===== src/rtl/next_packet_pkg.sv =====
// Shared opcodes, packet field widths, FSM/source encodings and the packet
// builder used by the output packet arbiter.
package next_packet_pkg;

  localparam int OPCODE_W   = 8;
  localparam int PAYLOAD_W  = 32;
  localparam int PACKET_W   = OPCODE_W + PAYLOAD_W;
  localparam int KB_DATA_W  = 16;
  localparam int MIC_DATA_W = 32;

  localparam logic [OPCODE_W-1:0] OP_POWER_ON = 8'h01;
  localparam logic [OPCODE_W-1:0] OP_KB       = 8'h02;
  localparam logic [OPCODE_W-1:0] OP_MIC      = 8'h03;

  typedef enum logic [1:0] {
    ST_IDLE     = 2'd0,
    ST_LOAD     = 2'd1,
    ST_WAIT_ACK = 2'd2
  } arb_state_t;

  typedef enum logic [1:0] {
    SRC_NONE     = 2'd0,
    SRC_POWER_ON = 2'd1,
    SRC_KB       = 2'd2,
    SRC_MIC      = 2'd3
  } src_t;

  // Keyboard words are zero-padded above the mouse qualifier bit.
  function automatic logic [PACKET_W-1:0] make_packet(
    input src_t                  src,
    input logic                  is_mouse,
    input logic [KB_DATA_W-1:0]  kb_word,
    input logic [MIC_DATA_W-1:0] mic_word
  );
    logic [PACKET_W-1:0] pkt;
    pkt = '0;
    case (src)
      SRC_POWER_ON: pkt = {OP_POWER_ON, {PAYLOAD_W{1'b0}}};
      SRC_KB:       pkt = {OP_KB, {(PAYLOAD_W - KB_DATA_W - 1){1'b0}}, is_mouse, kb_word};
      SRC_MIC:      pkt = {OP_MIC, mic_word};
      default:      pkt = '0;
    endcase
    return pkt;
  endfunction

endpackage


===== src/rtl/packet_timeout_counter.sv =====
// Counts cycles spent waiting for the sender; expire is raised on the
// TIMEOUT-th waiting cycle (count TIMEOUT-1).
module packet_timeout_counter #(
  parameter int TIMEOUT = 20000
) (
  input  logic mon_clk,
  input  logic hw_reset,
  input  logic load,
  input  logic run,
  output logic expire
);

  localparam int CNT_W = (TIMEOUT > 2) ? $clog2(TIMEOUT) : 1;
  localparam logic [CNT_W-1:0] LAST = CNT_W'(TIMEOUT - 1);

  logic [CNT_W-1:0] count;

  always_ff @(posedge mon_clk) begin
    if (hw_reset) begin
      count <= '0;
    end else if (load) begin
      count <= '0;
    end else if (run && (count != LAST)) begin
      count <= count + 1'b1;
    end
  end

  assign expire = run && (count == LAST);

endmodule


===== src/rtl/out_packet_arbiter.sv =====
// Arbitrates power-on, keyboard/mouse and microphone requests into one
// 40-bit packet stream, holding each packet until retrieved or timed out.
module out_packet_arbiter
  import next_packet_pkg::*;
#(
  parameter int TIMEOUT  = 20000,
  parameter int KB_BURST = 4
) (
  input  logic                  mon_clk,
  input  logic                  hw_reset,
  input  logic                  power_on_req,
  input  logic                  kb_valid,
  input  logic                  kb_is_mouse,
  input  logic [KB_DATA_W-1:0]  kb_data,
  output logic                  kb_ack,
  input  logic                  mic_valid,
  input  logic [MIC_DATA_W-1:0] mic_data,
  output logic                  mic_ack,
  output logic [PACKET_W-1:0]   out_data,
  output logic                  out_valid,
  input  logic                  out_retrieved,
  output logic                  drop_pulse,
  output logic                  busy
);

  localparam int STREAK_W = ($clog2(KB_BURST + 1) > 3) ? $clog2(KB_BURST + 1) : 3;
  localparam logic [STREAK_W-1:0] STREAK_MAX = STREAK_W'(KB_BURST);

  arb_state_t          state;
  arb_state_t          next_state;
  src_t                grant;
  src_t                granted_src;
  logic [STREAK_W-1:0] kb_streak;
  logic                po_pending;
  logic                retire;
  logic                expire;
  logic                in_wait;

  assign in_wait = (state == ST_WAIT_ACK);
  assign busy    = (state != ST_IDLE);

  packet_timeout_counter #(
    .TIMEOUT(TIMEOUT)
  ) u_timeout (
    .mon_clk (mon_clk),
    .hw_reset(hw_reset),
    .load    (!in_wait),
    .run     (in_wait),
    .expire  (expire)
  );

  always_ff @(posedge mon_clk) begin
    if (hw_reset) begin
      state <= ST_IDLE;
    end else begin
      state <= next_state;
    end
  end

  // Acks and drop are gated by reset so a packet abandoned by reset is never acked.
  always_comb begin
    next_state = state;
    grant      = SRC_NONE;
    retire     = 1'b0;
    kb_ack     = 1'b0;
    mic_ack    = 1'b0;
    drop_pulse = 1'b0;
    unique case (state)
      ST_IDLE: begin
        if (po_pending || kb_valid || mic_valid) begin
          next_state = ST_LOAD;
        end
      end
      ST_LOAD: begin
        if (po_pending) begin
          grant = SRC_POWER_ON;
        end else if (mic_valid && (kb_streak == STREAK_MAX)) begin
          grant = SRC_MIC;
        end else if (kb_valid) begin
          grant = SRC_KB;
        end else if (mic_valid) begin
          grant = SRC_MIC;
        end
        next_state = (grant == SRC_NONE) ? ST_IDLE : ST_WAIT_ACK;
      end
      ST_WAIT_ACK: begin
        retire     = !hw_reset && (out_retrieved || expire);
        drop_pulse = !hw_reset && expire && !out_retrieved;
        kb_ack     = retire && (granted_src == SRC_KB);
        mic_ack    = retire && (granted_src == SRC_MIC);
        if (retire) begin
          next_state = ST_IDLE;
        end
      end
      default: next_state = ST_IDLE;
    endcase
  end

  always_ff @(posedge mon_clk) begin
    if (hw_reset) begin
      out_data    <= '0;
      out_valid   <= 1'b0;
      granted_src <= SRC_NONE;
      kb_streak   <= '0;
      po_pending  <= 1'b0;
    end else begin
      po_pending <= (po_pending && !(retire && (granted_src == SRC_POWER_ON))) || power_on_req;
      if (grant != SRC_NONE) begin
        out_data    <= make_packet(grant, kb_is_mouse, kb_data, mic_data);
        out_valid   <= 1'b1;
        granted_src <= grant;
      end else if (retire) begin
        out_valid <= 1'b0;
      end
      // Streak only matters while mic is waiting, so a lone keyboard keeps it at zero.
      if (grant == SRC_KB) begin
        if (!mic_valid) begin
          kb_streak <= '0;
        end else if (kb_streak != STREAK_MAX) begin
          kb_streak <= kb_streak + 1'b1;
        end
      end else if (grant == SRC_MIC) begin
        kb_streak <= '0;
      end
    end
  end

endmodule


===== config.mk =====
export PLATFORM = sky130hd
export DESIGN_NAME = out_packet_arbiter
export DESIGN_NICKNAME = d
export VERILOG_FILES = /design/src/rtl/next_packet_pkg.sv /design/src/rtl/packet_timeout_counter.sv /design/src/rtl/out_packet_arbiter.sv
export SDC_FILE = /design/constraint.sdc
export NUM_CORES = 1
export LEC_CHECK = 0
export BUFFER_PORTS_ARGS = -buffer_cell sky130_fd_sc_hd__clkbuf_2
export CAP_MARGIN = 20
export CORE_MARGIN = 2
export CORE_UTILIZATION = 30
export CTS_CLUSTER_SIZE = 10
export DETAILED_ROUTE_END_ITERATION = 8
export SLEW_MARGIN = 20
export SYNTH_ARGS = -nofsm -noshare
export SYNTH_HDL_FRONTEND = slang
export SYNTH_SLANG_ARGS = --single-unit

===== constraint.sdc =====
create_clock -name mon_clk -period 2.2 [get_ports mon_clk]
set_input_delay 0.44 -clock mon_clk [delete_from_list [all_inputs] [get_ports mon_clk]]
set_output_delay 0.44 -clock mon_clk [all_outputs]
set_load 0.1 [all_outputs]

=== Word level (Yosys, flattened, before mapping) ===
Cells that the tools add are included.
Widths: inputs -> output; s select.

* Divide/modulo/power cells: 0
* Multiply operators: 0
* Equal/unequal tests: 15
* Bitwise logic cells: 1
* Reduce and logical (&&, ||, !) cells: 26
* Magnitude comparators: 0
* Multiplexer cells: 21
* Shifts and indexed selects: 0
* Add/sub/neg operators: 2

{| class="wikitable"
|+ Operators with widths
! operator !! number
|-
| $pmux 34 s3 || 1
|-
| $mux 2 || 9
|-
| $add 15x1->15 const B || 1
|-
| $eq 15x15->1 const B || 1
|-
| $ne 15x15->1 const B || 1
|-
| $mux 3 || 4
|-
| $eq 2x2->1 const B || 5
|-
| $logic_and 1x1->1 || 10
|-
| $reduce_bool 2->1 || 4
|-
| $eq 2x1->1 const B || 3
|-
| $mux 1 || 6
|-
| $pmux 2 s3 || 1
|-
| $logic_not 2->1 || 2
|-
| $logic_or 1x1->1 || 4
|-
| $ne 2x2->1 const B || 2
|-
| $reduce_and 2->1 || 2
|-
| $add 3x1->3 const B || 1
|-
| $eq 3x3->1 const B || 1
|-
| $logic_not 1->1 || 3
|-
| $ne 3x2->1 const B || 1
|-
| $ne 3x3->1 const B || 1
|-
| $reduce_or 2->1 || 1
|-
| $not 1->1 || 1
|}

* Memories: 0
* RAM bits: 0
* Word-level logic and storage cells: 72
* Latch bits: 0
* Bits in read-only memories: 0
* Output and inout bits: 45
* Register bits after elaboration: 64
* Bits of input ports: 55

=== Depth between registers and ports, before layout ===
Gate-level depths: netlist (run 1).

* Depth in word-level cells: 9
* Mapped depth: 7
* Mapped depth without buffers: 6

=== By module ===
Synthesis (run 1) repeated with hierarchy kept, for this count alone.

* Cells, all modules: 299
* Area total of the unflattened synthesis: 2790.2 µm²

{| class="wikitable"
|+ By module, submodules not included
! module !! area each (µm²) !! instances !! sequential area each (µm²) !! cells each
|-
| out_packet_arbiter || 2026.9 || 1 || 840.8 || 212
|-
| packet_timeout_counter || 763.2 || 1 || 300.3 || 87
|}

=== Worst setup path after synthesis (run 1) ===
Ideal clock, no wire load.

* Path kind: reg2out
* Start point: register u_timeout.count[0]
* End point: output drop_pulse
* Stages on the path, launching flop included: 5
* Setup slack: -1250 ps
* Arrival time: 3010 ps
* Data required time: 1760 ps
* Cells stage by stage: dfxtp_1 -> ha_1 -> and4_1 -> nand4_1 -> nor3_1

* Word-level cells in the longest chain between the ends: 5

{| class="wikitable"
|+ RTL lines
! what !! RTL line !! RTL
|-
| start, declared || packet_timeout_counter.sv:16 || <nowiki>logic [CNT_W-1:0] count;</nowiki>
|-
| start signal, assigned || packet_timeout_counter.sv:24 || <nowiki>count <= count + 1'b1;</nowiki>
|-
| $eq 15x15->1 || packet_timeout_counter.sv:28 || <nowiki>assign expire = run && (count == LAST);</nowiki>
|-
| $logic_and 1x1->1 || packet_timeout_counter.sv:28 ||
|-
| $logic_and 1x1->1 (2 in a row) || out_packet_arbiter.sv:88 || <nowiki>drop_pulse = !hw_reset && expire && !out_retrieved;</nowiki>
|-
| $mux 1 || out_packet_arbiter.sv:68 || <nowiki>unique case (state)</nowiki>
|-
| end, declared || out_packet_arbiter.sv:22 || <nowiki>output logic drop_pulse,</nowiki>
|}

No other way between the ends.

=== Worst setup path in the final report (run 1) ===
* Start point: register u_timeout.count[13]
* End point: output kb_ack

* Word-level cells in the longest chain between the ends: 6

{| class="wikitable"
|+ RTL lines
! what !! RTL line !! RTL
|-
| $eq 15x15->1 || packet_timeout_counter.sv:28 ||
|-
| $logic_and 1x1->1 || packet_timeout_counter.sv:28 ||
|-
| $logic_or 1x1->1 || out_packet_arbiter.sv:87 || <nowiki>retire = !hw_reset && (out_retrieved || expire);</nowiki>
|-
| $logic_and 1x1->1 || out_packet_arbiter.sv:87 ||
|-
| $logic_and 1x1->1 || out_packet_arbiter.sv:89 || <nowiki>kb_ack = retire && (granted_src == SRC_KB);</nowiki>
|-
| $mux 1 || out_packet_arbiter.sv:68 ||
|-
| end, declared || out_packet_arbiter.sv:15 || <nowiki>output logic kb_ack,</nowiki>
|}

No other way between the ends.

==> flow_summary.ini, run 1 <==
[layout]
stdcell_area_um2 = 3500
fill_cells = 757
multi_input_area_um2 = 1270
nets = 453
area_growth_pct = 43.2
antenna-diode-count = 0
register_area_um2 = 1140
drive_above_1_share = 0.380

[synth]
synth_seq_cells = 57
synth_area_um2 = 2450
syn_avg_cell_area_um2 = 8.77
synth_top_area_frac = 0.466
synth.most_common_cell = dfxtp_1
synth_cell_types = 42
ys_top_cells_by_count = 57 x dfxtp_1, 45 x nand2_1, 34 x a22oi_1
synth_top_area_cell = dfxtp_1
ys_seq_area_frac = 0.466
syn_inst = 279
yosysWarnings = 0
synthArstFlopShare = 0
synth_ff_type = dfxtp_1
synth_edf_count = 0
yosys-top-cells-area = dfxtp_1 47%, a22oi_1 10%, nand2_1 6.9%

[global_routing]
track_usage = 0.150
grt_antenna_before_repair = 0
grt_start_max_net_pins = 31
grt_pass1_vias = 2219
met3_usage = 0.0409
use_met2 = 0.248
grt_overflow = 0
busiest_layer = met2
grtUsageMet1 = 0.183
grt_pass1_wl_um = 10500

[worst_setup_path]
crit_fanout = 4
required_ns = 1.76
r2r_cells = 12
worstSetupPathType = register to primary output
cp-start-kind = register
r2r_end = u_timeout.count[0]
critPathCaptureType = primary output
arrival_ns = 1.82
r2r-start = u_timeout.count[13]
rrSetupSlack_ns = 0.06

[die]
die_h_um = 94.3
die_w_um = 94.3
io_pins = 100
dieArea_um2 = 8900
placementRows = 32
core_um2 = 7810
initial_core_util = 0.313

[routing]
dr.pass1.iters = 4
antenna_left = 0
drc_errors = 0
first_iter_violations = 123
wl_um = 6540
vias = 2406
drt-wirelength-per-cell_um = 13.0
via_per_inst = 4.79

[outcome]
outcome = complete, but fails checks
violations = setup timing

[clock_network]
cts.htree.levels = 3
numCtsBuffers = 9
clock_sinks = 57
clock_path_buffers = 2
clk_latency_ns = 0.33
clk_pin_slew_ns = 0.07
cts_tree = yes
cts-root-buf = clkbuf_8
hold_buffers = 0

[sta]
relSlewSlack = 0.594
fin_crit_sh = 1.03
min_period_ns = 2.26
hold_viol_final = 0
slew_viol_final = 0
grt_setup_unrepaired = yes
whs_ns = 0.331
setup_viol = 2
fmax_mhz = 442
tightest_slew_ns = 0.607
finalWorstSetupSlack_ns = -0.0616
setup-tns-final_ns = -0.0896
fin_worst_skew_ns = 0.0102

[min_path]
hp-class = input pin to register
hold_path_startpoint = mic_data[11]
min_path_cells = 3
whs_endpoint = out_data[11]

[pwr]
power-per-cell-area_nw_per_um2 = 780
p_leak_nw = 1.55
ir_worst_vdd_v = 0.000370

[place]
place_congestion = 0.879
place_area_um2 = 3100
hpwlAfterDp_um = 4530
port-buffer-count = 93

[run]
cap_violations = 0
-- registers in the layout, indices dropped and copies added, names as in the netlist --
| signal | cells |
|---|---|
| granted_src | 2 |
| kb_streak | 3 |
| out_data | 33 |
| out_valid | 1 |
| po_pending | 1 |
| state | 2 |
| u_timeout.count | 15 |
-- repair_timing --
| action | CTS | global route |
|---|---|---|
| setup buffers | 13 | 3 |
| pin swaps | 2 | 7 |
| hold endpoints to repair | 0 | 0 |
| gates resized for setup | 10 | 5 |
| setup endpoints to repair | 3 | 14 |
-- placed cells by master (no fill, tap or decap), drive strengths merged, types with 2 or more instances in the layout --
| cell type | count |
|---|---|
| and4 | 4 |
| and3 | 3 |
| nor2 | 27 |
| nand3b | 2 |
| clkbuf | 102 |
| clkinv | 2 |
| nor3 | 8 |
| ha | 3 |
| xnor2 | 4 |
| nor4b | 2 |
| mux2i | 2 |
| nand3 | 3 |
| a21oi | 12 |
| dfxtp | 57 |
| nor4 | 2 |
| o21ai | 8 |
| nand2 | 45 |
| or3 | 9 |
| or2 | 2 |
| a211oi | 2 |
| nand2b | 3 |
| bufinv | 2 |
| a22oi | 34 |
| nand4 | 10 |
| buf | 29 |
| nor2b | 2 |
| inv | 3 |
| conb | 6 |
-- metal layers --
layer,vias to the layer above,share of wire
met5,-,0
met4,0,0.013
met3,7,0.064
met2,73,0.50
met1,1098,0.42
li1,1228,-
-- layout make-up --
class,instances,area share
well taps,102,0.0364
repair buffers,119,0.203
clock buffers,12,0.0471
inverters,3,0.00321
flip-flops and latches,57,0.327
clock inverters,4,0.0211
multi-input cells,205,0.362
-- stage by stage --
stage	util	std cells	worst slack (ns)	power (mW)
floorplan	-	284	-0.0274	1.50
global placement	0.397	472	0.238	1.61
detailed placement	0.397	472	0.123	1.61
CTS	0.445	501	-0.0625	2.77
global route	0.449	502	-0.163	2.86
finish	0.449	502	-0.0616	2.73
-- critical path, cell delays in order (launching register included) --
cell      delay, ns
dfxtp_2        0.35
nor4b_4        0.33
nand4_1        0.19
nand2b_1       0.17
and4b_2        0.27
buf_12         0.18
-- where the power goes --
group          switching, mW  internal [mW]
clock network          0.414          0.731
registers             0.0235           1.07
logic                  0.387          0.108
-- worst max-delay path by stage --
| stage | startpoint | endpoint | slack [ns] | cells after the start |
|---|---|---|---|---|
| floorplan | u_timeout.count[0] | drop_pulse | -0.03 | 4 |
| global placement | u_timeout.count[0] | mic_ack | 0.24 | 6 |
| detailed placement | u_timeout.count[12] | mic_ack | 0.12 | 5 |
| CTS | u_timeout.count[1] | kb_ack | -0.06 | 6 |
| global route | u_timeout.count[12] | kb_ack | -0.16 | 5 |
| finish | u_timeout.count[13] | kb_ack | -0.06 | 5 |
-- kinds of logic (layout without fill, tap and decap cells) --
kind of cell | count (synthesis) | after routing | share of synthesized area
AO/OA/AOI/OAI | 63 | 63 | 0.184
flip-flops | 57 | 57 | 0.466
multiplexers | 2 | 2 | 0.00818
XOR/XNOR | 5 | 5 | 0.0179
other | 1 | 6 | 0.00153
adder cells (fa/ha/maj) | 3 | 3 | 0.0153
buffers and inverters | 22 | 138 | 0.0491
AND/OR/NAND/NOR | 126 | 126 | 0.258
Power figures use the tool's default switching activity.
==> run 2: changes to the inputs <==
Settings changed: RECOVER_POWER set to 50, SKIP_LAST_GASP set to 1.
==> run 2 against run 1 <==
Compared with the run above:
- the flow still finishes with violations (setup timing)
- worst setup slack worse by 0.012 ns
- cell count unchanged
- clock skew about the same
- clock-buffer cell count unchanged
- critical path depth unchanged
- worst hold slack worse by 0.0024 ns
- final area down 0.50%
- global-route usage about the same
- routed wire length down 0.28%
- sequential power about the same
- non-clock buffer count unchanged
- die area unchanged
- largest cell class unchanged
- highest routed layer unchanged
==> flow_summary.ini, run 2 (synthesis gave the netlist of run 1 again) <==
[worst_setup_path]
worstPathCellList = nor4b_4, nand4_1, nand2b_1, and4b_2, buf_12
critical-path-max-stage-delay_ns = 0.35
path_buf_inv = 1
arrival_ns = 1.83
crit_fanout = 4
critPathTopFamily = simple AND/OR/NAND/NOR gates
worstSetupPathType = register to primary output
critPathCaptureType = primary output
cp-start-kind = register
critical-path-slowest-cell = dfxtp_2
required_ns = 1.76

[layout]
fin_cells = 502
mostFrequentLayoutCell = clkbuf_2
stdcell_area_um2 = 3490
final_cell_mix = 88 x clkbuf_2, 54 x dfxtp_1, 45 x nand2_1
utilization = 0.447
nets = 453
drive_above_1_share = 0.370
top_register = out_data
area_growth_pct = 42.5
largest_reg_flops = 33
antenna-diode-count = 0
top_regs = out_data x33, u_timeout.count x15, kb_streak x3

[die]
initial_core_util = 0.313
die_w_um = 94.3
placementRows = 32
die_h_um = 94.3
dieArea_um2 = 8900
io_pins = 100
core_um2 = 7810

[sta]
tightest_slew_ns = 1.17
hold_viol_final = 0
whs_ns = 0.329
finalWorstSetupSlack_ns = -0.0732
fin_crit_sh = 1.03
min_period_ns = 2.27
fin_worst_skew_ns = 0.0102
setup_viol = 2
relSlewSlack = 0.220
slew_viol_final = 0
grt_setup_unrepaired = yes
fmax_mhz = 440

[routing]
first_iter_violations = 133
wl_um = 6520
drt-wirelength-per-cell_um = 13.0
drc_errors = 0
antenna_left = 0
dr.pass1.iters = 4
via_per_inst = 4.82
vias = 2420

[clock_network]
clock_path_buffers = 2
numCtsBuffers = 9
clock_sinks = 57
hold_buffers = 0
cts-root-buf = clkbuf_8
clk_latency_ns = 0.33
clk_pin_slew_ns = 0.07
cts_tree = yes
cts.htree.levels = 3

[min_path]
hp-class = input pin to register

[global_routing]
grt_start_max_net_pins = 31
grt_antenna_before_repair = 0
grt_overflow = 0
grt_pass1_wl_um = 10500
track_usage = 0.150
grt_pass1_vias = 2229

[pwr]
ir_worst_vdd_v = 0.000367
power-per-cell-area_nw_per_um2 = 783
p_leak_nw = 1.53

[outcome]
violations = setup timing
outcome = complete, but fails checks

[place]
place_area_um2 = 3100
hpwlAfterDp_um = 4530
dp.cells = 472
place_congestion = 0.879
dp_slack_ns = 0.123
port-buffer-count = 93

[run]
cap_violations = 0
==> run 2: worst reg2reg max path, delay by kind of cell (launching register included) <==
family        cells  cell delay, ns
simple gates      3            0.58
flops             1            0.35
buf+inv           8            1.03
xor+xnor          1            0.11
==> run 2: path summary, 6_finish.rpt <==
kind | start | to | slack, ns | cells past startpoint
max reg2reg | u_timeout.count[13] | u_timeout.count[0] | 0.02 | 12
min | mic_data[11] | out_data[11] | 0.33 | 3
max | u_timeout.count[13] | kb_ack | -0.07 | 5
min reg2reg | out_data[11] | out_data[11] | 0.43 | 2
==> run 2: cell type report <==
| class | count | area (um^2) |
|---|---|---|
| Fill cell | 756 | 4320 |
| Multi-Input combinational cell | 205 | 1270 |
| Sequential cell | 57 | 1140 |
| Timing Repair Buffer | 119 | 696 |
| Clock buffer | 12 | 165 |
| Tap cell | 102 | 128 |
| Clock inverter | 4 | 73.8 |
| Inverter | 3 | 11.3 |
==> run 2: per-layer routing <==
metal / wire, um / vias up / global-route usage
li1: - / 1228 / -
met1: 2710 / 1092 / 0.182
met2: 3190 / 90 / 0.244
met3: 490 / 10 / 0.0417
met4: 129 / 0 / 0.0773
met5: 0 / - / 0
==> run 2: through the flow <==
step           TNS, ns  total power, mW
4_1_cts         -0.150             2.77
6_report        -0.113             2.73
3_5_place_dp         0             1.61
5_1_grt         -0.362             2.86
2_1_floorplan  -0.0274             1.50
3_3_place_gp         0             1.61
==> run 2: power by group <==
group / internal, mW / switching [mW]
registers: 1.07 / 0.0236
logic: 0.104 / 0.388
clock network: 0.731 / 0.415
total: 1.90 / 0.826
==> run 2: timing repair <==
action | 4_1_cts | 5_1_grt
buffers inserted | 13 | 2
endpoints found under the hold margin | 0 | 0
gates resized for setup | 9 | 4
endpoints found under the setup margin | 3 | 14
pin swaps | 1 | 6
